### src/rtl/param_sync_snapshot_pkg.sv
// ---------------------------------------------------------------------------
// param_sync_pkg
// Shared definitions for the parameter snapshot block: default parameter
// values, the per-channel value type and the slew helper used when
// SLEW_LIMIT_EN is defined.
// No ports (package).
// ---------------------------------------------------------------------------
package param_sync_pkg;

  localparam int DEF_NUM_CH        = 12;
  localparam int DEF_WIDTH         = 10;
  localparam int DEF_SYNC_STAGES   = 2;
  localparam int DEF_STABLE_CYCLES = 4;
  localparam int DEF_MAX_STEP      = 16;

  typedef logic [DEF_WIDTH-1:0] param_t;

  // Moves cur toward tgt by at most step. The arithmetic is done in 32 bits,
  // which is wider than any channel, so it cannot wrap at either end of the
  // channel range.
  function automatic int unsigned slew_step(input int unsigned cur,
                                            input int unsigned tgt,
                                            input int unsigned step);
    int unsigned diff;
    if (tgt >= cur) begin
      diff = tgt - cur;
      return cur + ((diff < step) ? diff : step);
    end else begin
      diff = cur - tgt;
      return cur - ((diff < step) ? diff : step);
    end
  endfunction

endpackage

### src/rtl/param_sync_snapshot_if.sv
// ---------------------------------------------------------------------------
// param_sync_snapshot_if
// Groups the frame strobe, the raw control values and the published values.
//   new_frame   one-cycle frame boundary pulse (master -> slave)
//   params_in   NUM_CH*WIDTH raw values, asynchronous (master -> slave)
//   params_out  NUM_CH*WIDTH frame-stable values (slave -> master)
//   changed     NUM_CH per-channel change pulses (slave -> master)
//   settled     all channels stable and published (slave -> master)
// ---------------------------------------------------------------------------
interface param_sync_snapshot_if
  import param_sync_pkg::*;
#(
  parameter int NUM_CH = DEF_NUM_CH,
  parameter int WIDTH  = DEF_WIDTH
);
  logic                    new_frame;
  logic [NUM_CH*WIDTH-1:0] params_in;
  logic [NUM_CH*WIDTH-1:0] params_out;
  logic [NUM_CH-1:0]       changed;
  logic                    settled;

  modport master (
    output new_frame, params_in,
    input  params_out, changed, settled
  );

  modport slave (
    input  new_frame, params_in,
    output params_out, changed, settled
  );
endinterface

### src/rtl/param_sync_snapshot_channel.sv
// ---------------------------------------------------------------------------
// param_sync_channel
// One channel: synchroniser chain, stability filter and frame publish.
//   clk_pixel  pixel clock
//   rst        asynchronous active-high reset
//   new_frame  frame boundary pulse
//   param_in   raw channel value from the foreign domain
//   param_out  value published at the last frame boundary
//   changed    one-cycle pulse when param_out takes a new value
//   filter_ok  filter saturated and its accepted value equals param_out
// Optional feature: macro SLEW_LIMIT_EN limits each publish step to MAX_STEP.
// ---------------------------------------------------------------------------
module param_sync_channel
  import param_sync_pkg::*;
#(
  parameter int WIDTH         = DEF_WIDTH,
  parameter int SYNC_STAGES   = DEF_SYNC_STAGES,
  parameter int STABLE_CYCLES = DEF_STABLE_CYCLES,
  parameter int MAX_STEP      = DEF_MAX_STEP
) (
  input  logic             clk_pixel,
  input  logic             rst,
  input  logic             new_frame,
  input  logic [WIDTH-1:0] param_in,
  output logic [WIDTH-1:0] param_out,
  output logic             changed,
  output logic             filter_ok
);

  localparam int             CW       = $clog2(STABLE_CYCLES + 1);
  localparam logic [CW-1:0]  CNT_FULL = CW'(STABLE_CYCLES);

  // Reject illegal configurations at elaboration time.
  if (SYNC_STAGES < 2 || STABLE_CYCLES < 1 || MAX_STEP < 1) begin : g_bad_params
    $error("param_sync_channel: illegal parameter value");
  end

  logic [WIDTH-1:0] sync_q [SYNC_STAGES];
  logic [WIDTH-1:0] sync_out;
  logic [WIDTH-1:0] cand;
  logic [WIDTH-1:0] stable_q;
  logic [WIDTH-1:0] next_out;
  logic [CW-1:0]    cnt;

  assign sync_out = sync_q[SYNC_STAGES-1];

  // Plain flop chain; the raw input touches nothing but the first stage.
  always_ff @(posedge clk_pixel or posedge rst) begin
    if (rst) begin
      for (int s = 0; s < SYNC_STAGES; s++) sync_q[s] <= '0;
    end else begin
      sync_q[0] <= param_in;
      for (int s = 1; s < SYNC_STAGES; s++) sync_q[s] <= sync_q[s-1];
    end
  end

  // A value is accepted only after STABLE_CYCLES consecutive matching
  // samples; any mismatch restarts the count so torn values never pass.
  // stable_q loads on the edge where cnt reaches saturation.
  always_ff @(posedge clk_pixel or posedge rst) begin
    if (rst) begin
      cand     <= '0;
      cnt      <= '0;
      stable_q <= '0;
    end else begin
      cand <= sync_out;
      if (sync_out != cand) begin
        cnt <= '0;
      end else if (cnt != CNT_FULL) begin
        cnt <= cnt + CW'(1);
        if (cnt == CNT_FULL - CW'(1)) stable_q <= cand;
      end
    end
  end

  // Value to publish at the next frame boundary.
  always_comb begin
`ifdef SLEW_LIMIT_EN
    next_out = WIDTH'(slew_step(32'(param_out), 32'(stable_q), 32'(MAX_STEP)));
`else
    next_out = stable_q;
`endif
  end

  // Publish uses the pre-edge stable_q, so an acceptance on the same edge
  // as new_frame waits for the following frame.
  always_ff @(posedge clk_pixel or posedge rst) begin
    if (rst) begin
      param_out <= '0;
      changed   <= 1'b0;
    end else if (new_frame) begin
      param_out <= next_out;
      changed   <= (next_out != param_out);
    end else begin
      changed   <= 1'b0;
    end
  end

  assign filter_ok = (cnt == CNT_FULL) && (stable_q == param_out);

endmodule

### src/rtl/param_sync_snapshot.sv
// ---------------------------------------------------------------------------
// param_sync_snapshot
// Multi-channel control-value crossing into the pixel clock domain. Each
// channel is synchronised, stability-filtered and published once per frame.
//   clk_pixel  pixel clock, the only clock
//   rst        asynchronous active-high reset
//   bus        param_sync_snapshot_if.slave: new_frame, params_in in;
//              params_out, changed, settled out
// Optional feature: macro SLEW_LIMIT_EN (slew-limited publishing).
// ---------------------------------------------------------------------------
module param_sync_snapshot
  import param_sync_pkg::*;
#(
  parameter int NUM_CH        = DEF_NUM_CH,
  parameter int WIDTH         = DEF_WIDTH,
  parameter int SYNC_STAGES   = DEF_SYNC_STAGES,
  parameter int STABLE_CYCLES = DEF_STABLE_CYCLES,
  parameter int MAX_STEP      = DEF_MAX_STEP
) (
  input  logic                   clk_pixel,
  input  logic                   rst,
  param_sync_snapshot_if.slave   bus
);

  logic [NUM_CH*WIDTH-1:0] out_flat;
  logic [NUM_CH-1:0]       changed_vec;
  logic [NUM_CH-1:0]       ok_vec;
  logic                    settled_q;

  for (genvar i = 0; i < NUM_CH; i++) begin : g_ch
    param_sync_channel #(
      .WIDTH        (WIDTH),
      .SYNC_STAGES  (SYNC_STAGES),
      .STABLE_CYCLES(STABLE_CYCLES),
      .MAX_STEP     (MAX_STEP)
    ) u_ch (
      .clk_pixel(clk_pixel),
      .rst      (rst),
      .new_frame(bus.new_frame),
      .param_in (bus.params_in[i*WIDTH +: WIDTH]),
      .param_out(out_flat[i*WIDTH +: WIDTH]),
      .changed  (changed_vec[i]),
      .filter_ok(ok_vec[i])
    );
  end

  // settled is a registered AND over every channel's filter/publish state.
  always_ff @(posedge clk_pixel or posedge rst) begin
    if (rst) settled_q <= 1'b0;
    else     settled_q <= &ok_vec;
  end

  assign bus.params_out = out_flat;
  assign bus.changed    = changed_vec;
  assign bus.settled    = settled_q;

endmodule
### src/flat_wrapper.sv
// flat-port wrapper written by rule: the top's interface ports become plain ports
module param_sync_snapshot_flat import param_sync_pkg::*;
#(
  parameter int NUM_CH        = DEF_NUM_CH,
  parameter int WIDTH         = DEF_WIDTH,
  parameter int SYNC_STAGES   = DEF_SYNC_STAGES,
  parameter int STABLE_CYCLES = DEF_STABLE_CYCLES,
  parameter int MAX_STEP      = DEF_MAX_STEP
)
  (clk_pixel, rst, bus_new_frame, bus_params_in, bus_params_out, bus_changed, bus_settled);
  param_sync_snapshot_if #(.NUM_CH(NUM_CH), .WIDTH(WIDTH)) bus_i ();
  input  logic clk_pixel;
  input  logic rst;
  input wire logic [$bits(bus_i.new_frame)-1:0] bus_new_frame;
  input wire logic [$bits(bus_i.params_in)-1:0] bus_params_in;
  output wire logic [$bits(bus_i.params_out)-1:0] bus_params_out;
  output wire logic [$bits(bus_i.changed)-1:0] bus_changed;
  output wire logic [$bits(bus_i.settled)-1:0] bus_settled;
  assign bus_i.new_frame = bus_new_frame;
  assign bus_i.params_in = bus_params_in;
  assign bus_params_out = bus_i.params_out;
  assign bus_changed = bus_i.changed;
  assign bus_settled = bus_i.settled;
  param_sync_snapshot #(.NUM_CH(NUM_CH), .WIDTH(WIDTH), .SYNC_STAGES(SYNC_STAGES), .STABLE_CYCLES(STABLE_CYCLES), .MAX_STEP(MAX_STEP)) u_core (.clk_pixel(clk_pixel), .rst(rst), .bus(bus_i));
endmodule
### config.mk
export PLATFORM = sky130hd
export DESIGN_NAME = param_sync_snapshot_flat
export DESIGN_NICKNAME = d
export VERILOG_FILES = /design/src/rtl/param_sync_snapshot_pkg.sv /design/src/rtl/param_sync_snapshot_if.sv /design/src/rtl/param_sync_snapshot_channel.sv /design/src/rtl/param_sync_snapshot.sv /design/src/flat_wrapper.sv
export SDC_FILE = /design/constraint.sdc
export NUM_CORES = 1
export LEC_CHECK = 0
export ABC_CLOCK_PERIOD_IN_PS = 31500
export CAP_MARGIN = 40
export CORE_MARGIN = 2
export CORE_UTILIZATION = 30
export DETAILED_ROUTE_END_ITERATION = 8
export SYNTH_ARGS = -nofsm -noshare
export SYNTH_HDL_FRONTEND = slang
export SYNTH_SLANG_ARGS = --single-unit
### constraint.sdc
create_clock -name clk_pixel -period 31.5 [get_ports clk_pixel]
set_clock_uncertainty 0.15 [all_clocks]
set_input_delay 4.725 -clock clk_pixel [delete_from_list [all_inputs] [get_ports clk_pixel]]
set_output_delay 4.725 -clock clk_pixel [all_outputs]
set_load 0.01 [all_outputs]
==> flow_summary.yaml <==
timing:
  fin_ws_ns: 23.96
  setup_viol: 0
  relSlewSlack_pct: 33.0
  rsz0062_at_grt: "false"
  fin_crit_sh_pct: 23.9
  fin_setup_tns_ns: 0
  hold_viol: 0
  max_clock_freq_mhz: 133
  tightest_slew_ns: 1.00
  slew_violations: 0
  period_needed_ns: 7.54
drt:
  dr.pass1.iters: 4
  via_per_inst: 4.13
  totalWireLength_mm: 47.9
  drt_iter0_drc: 486
  ant_nets: 0
  routedWlPerCell_um: 16.8
  routed-via-count: 11731
  drc: 0
floorplanning:
  dieArea_mm2: 0.0806
  start_util_pct: 30.3
  die_w_um: 284
  design.core.area_mm2: 0.0775
  die_y_um: 284
  ioPinCount: 256
  rows: 102
critical_path:
  cp_max_fo: 119
  cp.arrival_ns: 8.16
  start_kind: "primary input"
  end_kind: "asynchronous set/reset pin"
  crit_path_frequent_cell: "buf_4"
  r2r-start: "u_core.g_ch[7].u_ch.cnt[0]"
  crit_path_max_incr_delay_ns: 0.68
  path_cells: "clkdlybuf4s50_1, inv_8, buf_4, buf_4, buf_16, buf_4, buf_12"
  critPathSlowestCell: "buf_4"
  worst_ep_required_time_ns: 32.12
  regToRegSetupSlack_ns: 28.87
  cp-endpoint: "u_core.g_ch[4].u_ch.cand[4]"
  reg2reg_to: "u_core.bus.settled"
  crit_type: "in2async"
  critPathLaunch: "rst"
  reg2reg_depth: 7
cts:
  htreeDepth: 3
  cts_tree: "yes"
  cts.path.max_buffers: 3
  ctsResizeCount: 0
  post_cts_buffers: 0
  cts_buffers: 72
  clk_pin_slew_ns: 0.06
  cts.sinks: 649
  cts_root_buf: "clkbuf_16"
  clk-insertion-delay-late_ns: 0.61
  holdBufCountCts: 0
global_routing:
  grt-ovfl-total: 0
  antenna_found_initial: 4
  grt_max_degree: 180
  grt_usage_pct: 12.1
  grt_pass1_vias: 13131
  grt_pass1_wl_mm: 76.3
yosys:
  synth_fp_nets: 1601
  synthArstFlopShare_pct: 100
  ys_seq_elements: 649
  syn-instance-count: 1442
  syn_area_per_cell_um2: 16.3
  synth_top_area_share_pct: 69.1
  synth_cell_type_count: 21
  ys_top_cells_by_area: "dfrtp_1 (69%), mux2_4 (7.7%), xor2_1 (7.2%), mux2_2 (5.8%), xnor2_1 (2.2%)"
  yosysWarningCount: 0
  synth_flop_cell: "dfrtp_1"
  yosysSeqAreaShare_pct: 69.1
  synth_top_area_cell: "dfrtp_1"
  synth-edff-count: 0
  synth.cell_area_mm2: 0.0235
cells_and_area:
  syn_to_final_growth_pct: 26.8
  final_cell_mix: "dfrtp_1 (649), clkdlybuf4s50_1 (254), xor2_1 (192)"
  nNetsFinal: 1902
  final_common_cell: "dfrtp_1"
  drive_gt1_share_pct: 20.7
  fin_area_mm2: 0.0298
  stdcell_count: 2843
outcome:
  status: "completed"
placed_design:
  hpwl_mm: 33.6
  place_inst: 2709
  dp_slack_ns: 23.15
  routabilityCongestion: 0.738
  post_dp_cell_area_mm2: 0.0272
  portBuffers: 255
power_and_ir_drop:
  power.leakage_nw: 14.3
  vdd_drop_max_mv: 0.0380
  power.density_mw_per_mm2: 60.7
flow_run:
  drv_cap: 0
hold_path:
  hp-class: "reg2reg"
[layout make-up]
cell class | count | area, um2
diodes | 3 | 7.51
clock buffers | 105 | 2170
clock inverters | 26 | 390
fillers | 7138 | 47700
inverters | 37 | 146
multi-input cells | 717 | 6830
flip-flops and latches | 649 | 16200
well taps | 1040 | 1300
repair buffers | 266 | 2710
[per-stage QoR]
step | power [W] | hold WS, ns | util [%]
2_1_floorplan | 0.000912 | 0.181 | -
3_3_place_gp | 0.000938 | 0.183 | 35.0
3_5_place_dp | 0.000942 | 0.185 | 35.1
4_1_cts | 0.00184 | 0.172 | 38.5
5_1_grt | 0.00188 | 0.191 | 38.5
6_report | 0.00181 | 0.178 | 38.5
[worst min path at each step]
stage / depth (start not counted) / slack, ns / to / startpoint
after floorplan: 0 / 0.18 / u_core.g_ch[0].u_ch.sync_out[0] / u_core.g_ch[0].u_ch.sync_q[10]
after global placement: 0 / 0.18 / u_core.g_ch[5].u_ch.sync_out[3] / u_core.g_ch[5].u_ch.sync_q[13]
after detailed placement: 0 / 0.18 / u_core.g_ch[0].u_ch.sync_out[3] / u_core.g_ch[0].u_ch.sync_q[13]
after CTS: 0 / 0.17 / u_core.g_ch[11].u_ch.sync_out[1] / u_core.g_ch[11].u_ch.sync_q[11]
after global routing: 0 / 0.19 / u_core.g_ch[11].u_ch.sync_out[1] / u_core.g_ch[11].u_ch.sync_q[11]
final: 0 / 0.18 / u_core.g_ch[11].u_ch.sync_out[1] / u_core.g_ch[11].u_ch.sync_q[11]
[kinds of logic after synthesis]
logic type	Yosys count	share of synthesized area (%)
buf+inv	76	1.80
xor+xnor	252	9.40
flops	649	69.1
compound gates	24	0.511
fa+ha+maj	36	1.92
mux	240	13.4
simple gates	165	3.81
[cell usage after synthesis (all sizes together) (12+ instances only)]
cell type and number:
dfrtp 649, mux2 240, xor2 192, xnor2 60, nor4 53, inv 37
ha 36, nand2 36, buf 26, a21oi 24, nand4 24, clkbuf 13
nand3 13, nor2 13, and2 12, or2 12
[metal layers]
| layer | wire (um) | GRT usage, % | vias up |
|---|---|---|---|
| met5 | 0 | 0 | - |
| met4 | 1060 | 4.48 | 0 |
| met3 | 2240 | 2.60 | 73 |
| met2 | 23200 | 19.8 | 216 |
| met1 | 21400 | 15.8 | 5971 |
| li1 | - | - | 5471 |
[worst max-delay path, delay by kind of cell]
kind | cells | cell delay [ns]
buffers and inverters | 7 | 3.23
[power breakdown]
part | internal, W | switching, W
logic | 0.0000252 | 0.0000281
clock network | 0.000547 | 0.000337
registers | 0.000858 | 0.0000135
[registers in the layout, summed over array words and instances, names as in the netlist]
name                        cells
u_core.bus.settled              1
u_core.g_ch.u_ch.cand         120
u_core.g_ch.u_ch.changed       12
u_core.g_ch.u_ch.cnt           36
u_core.g_ch.u_ch.next_out     120
u_core.g_ch.u_ch.param_out    120
u_core.g_ch.u_ch.sync_out     120
u_core.g_ch.u_ch.sync_q       120
Note: power is estimated with default switching activity, not from simulation.
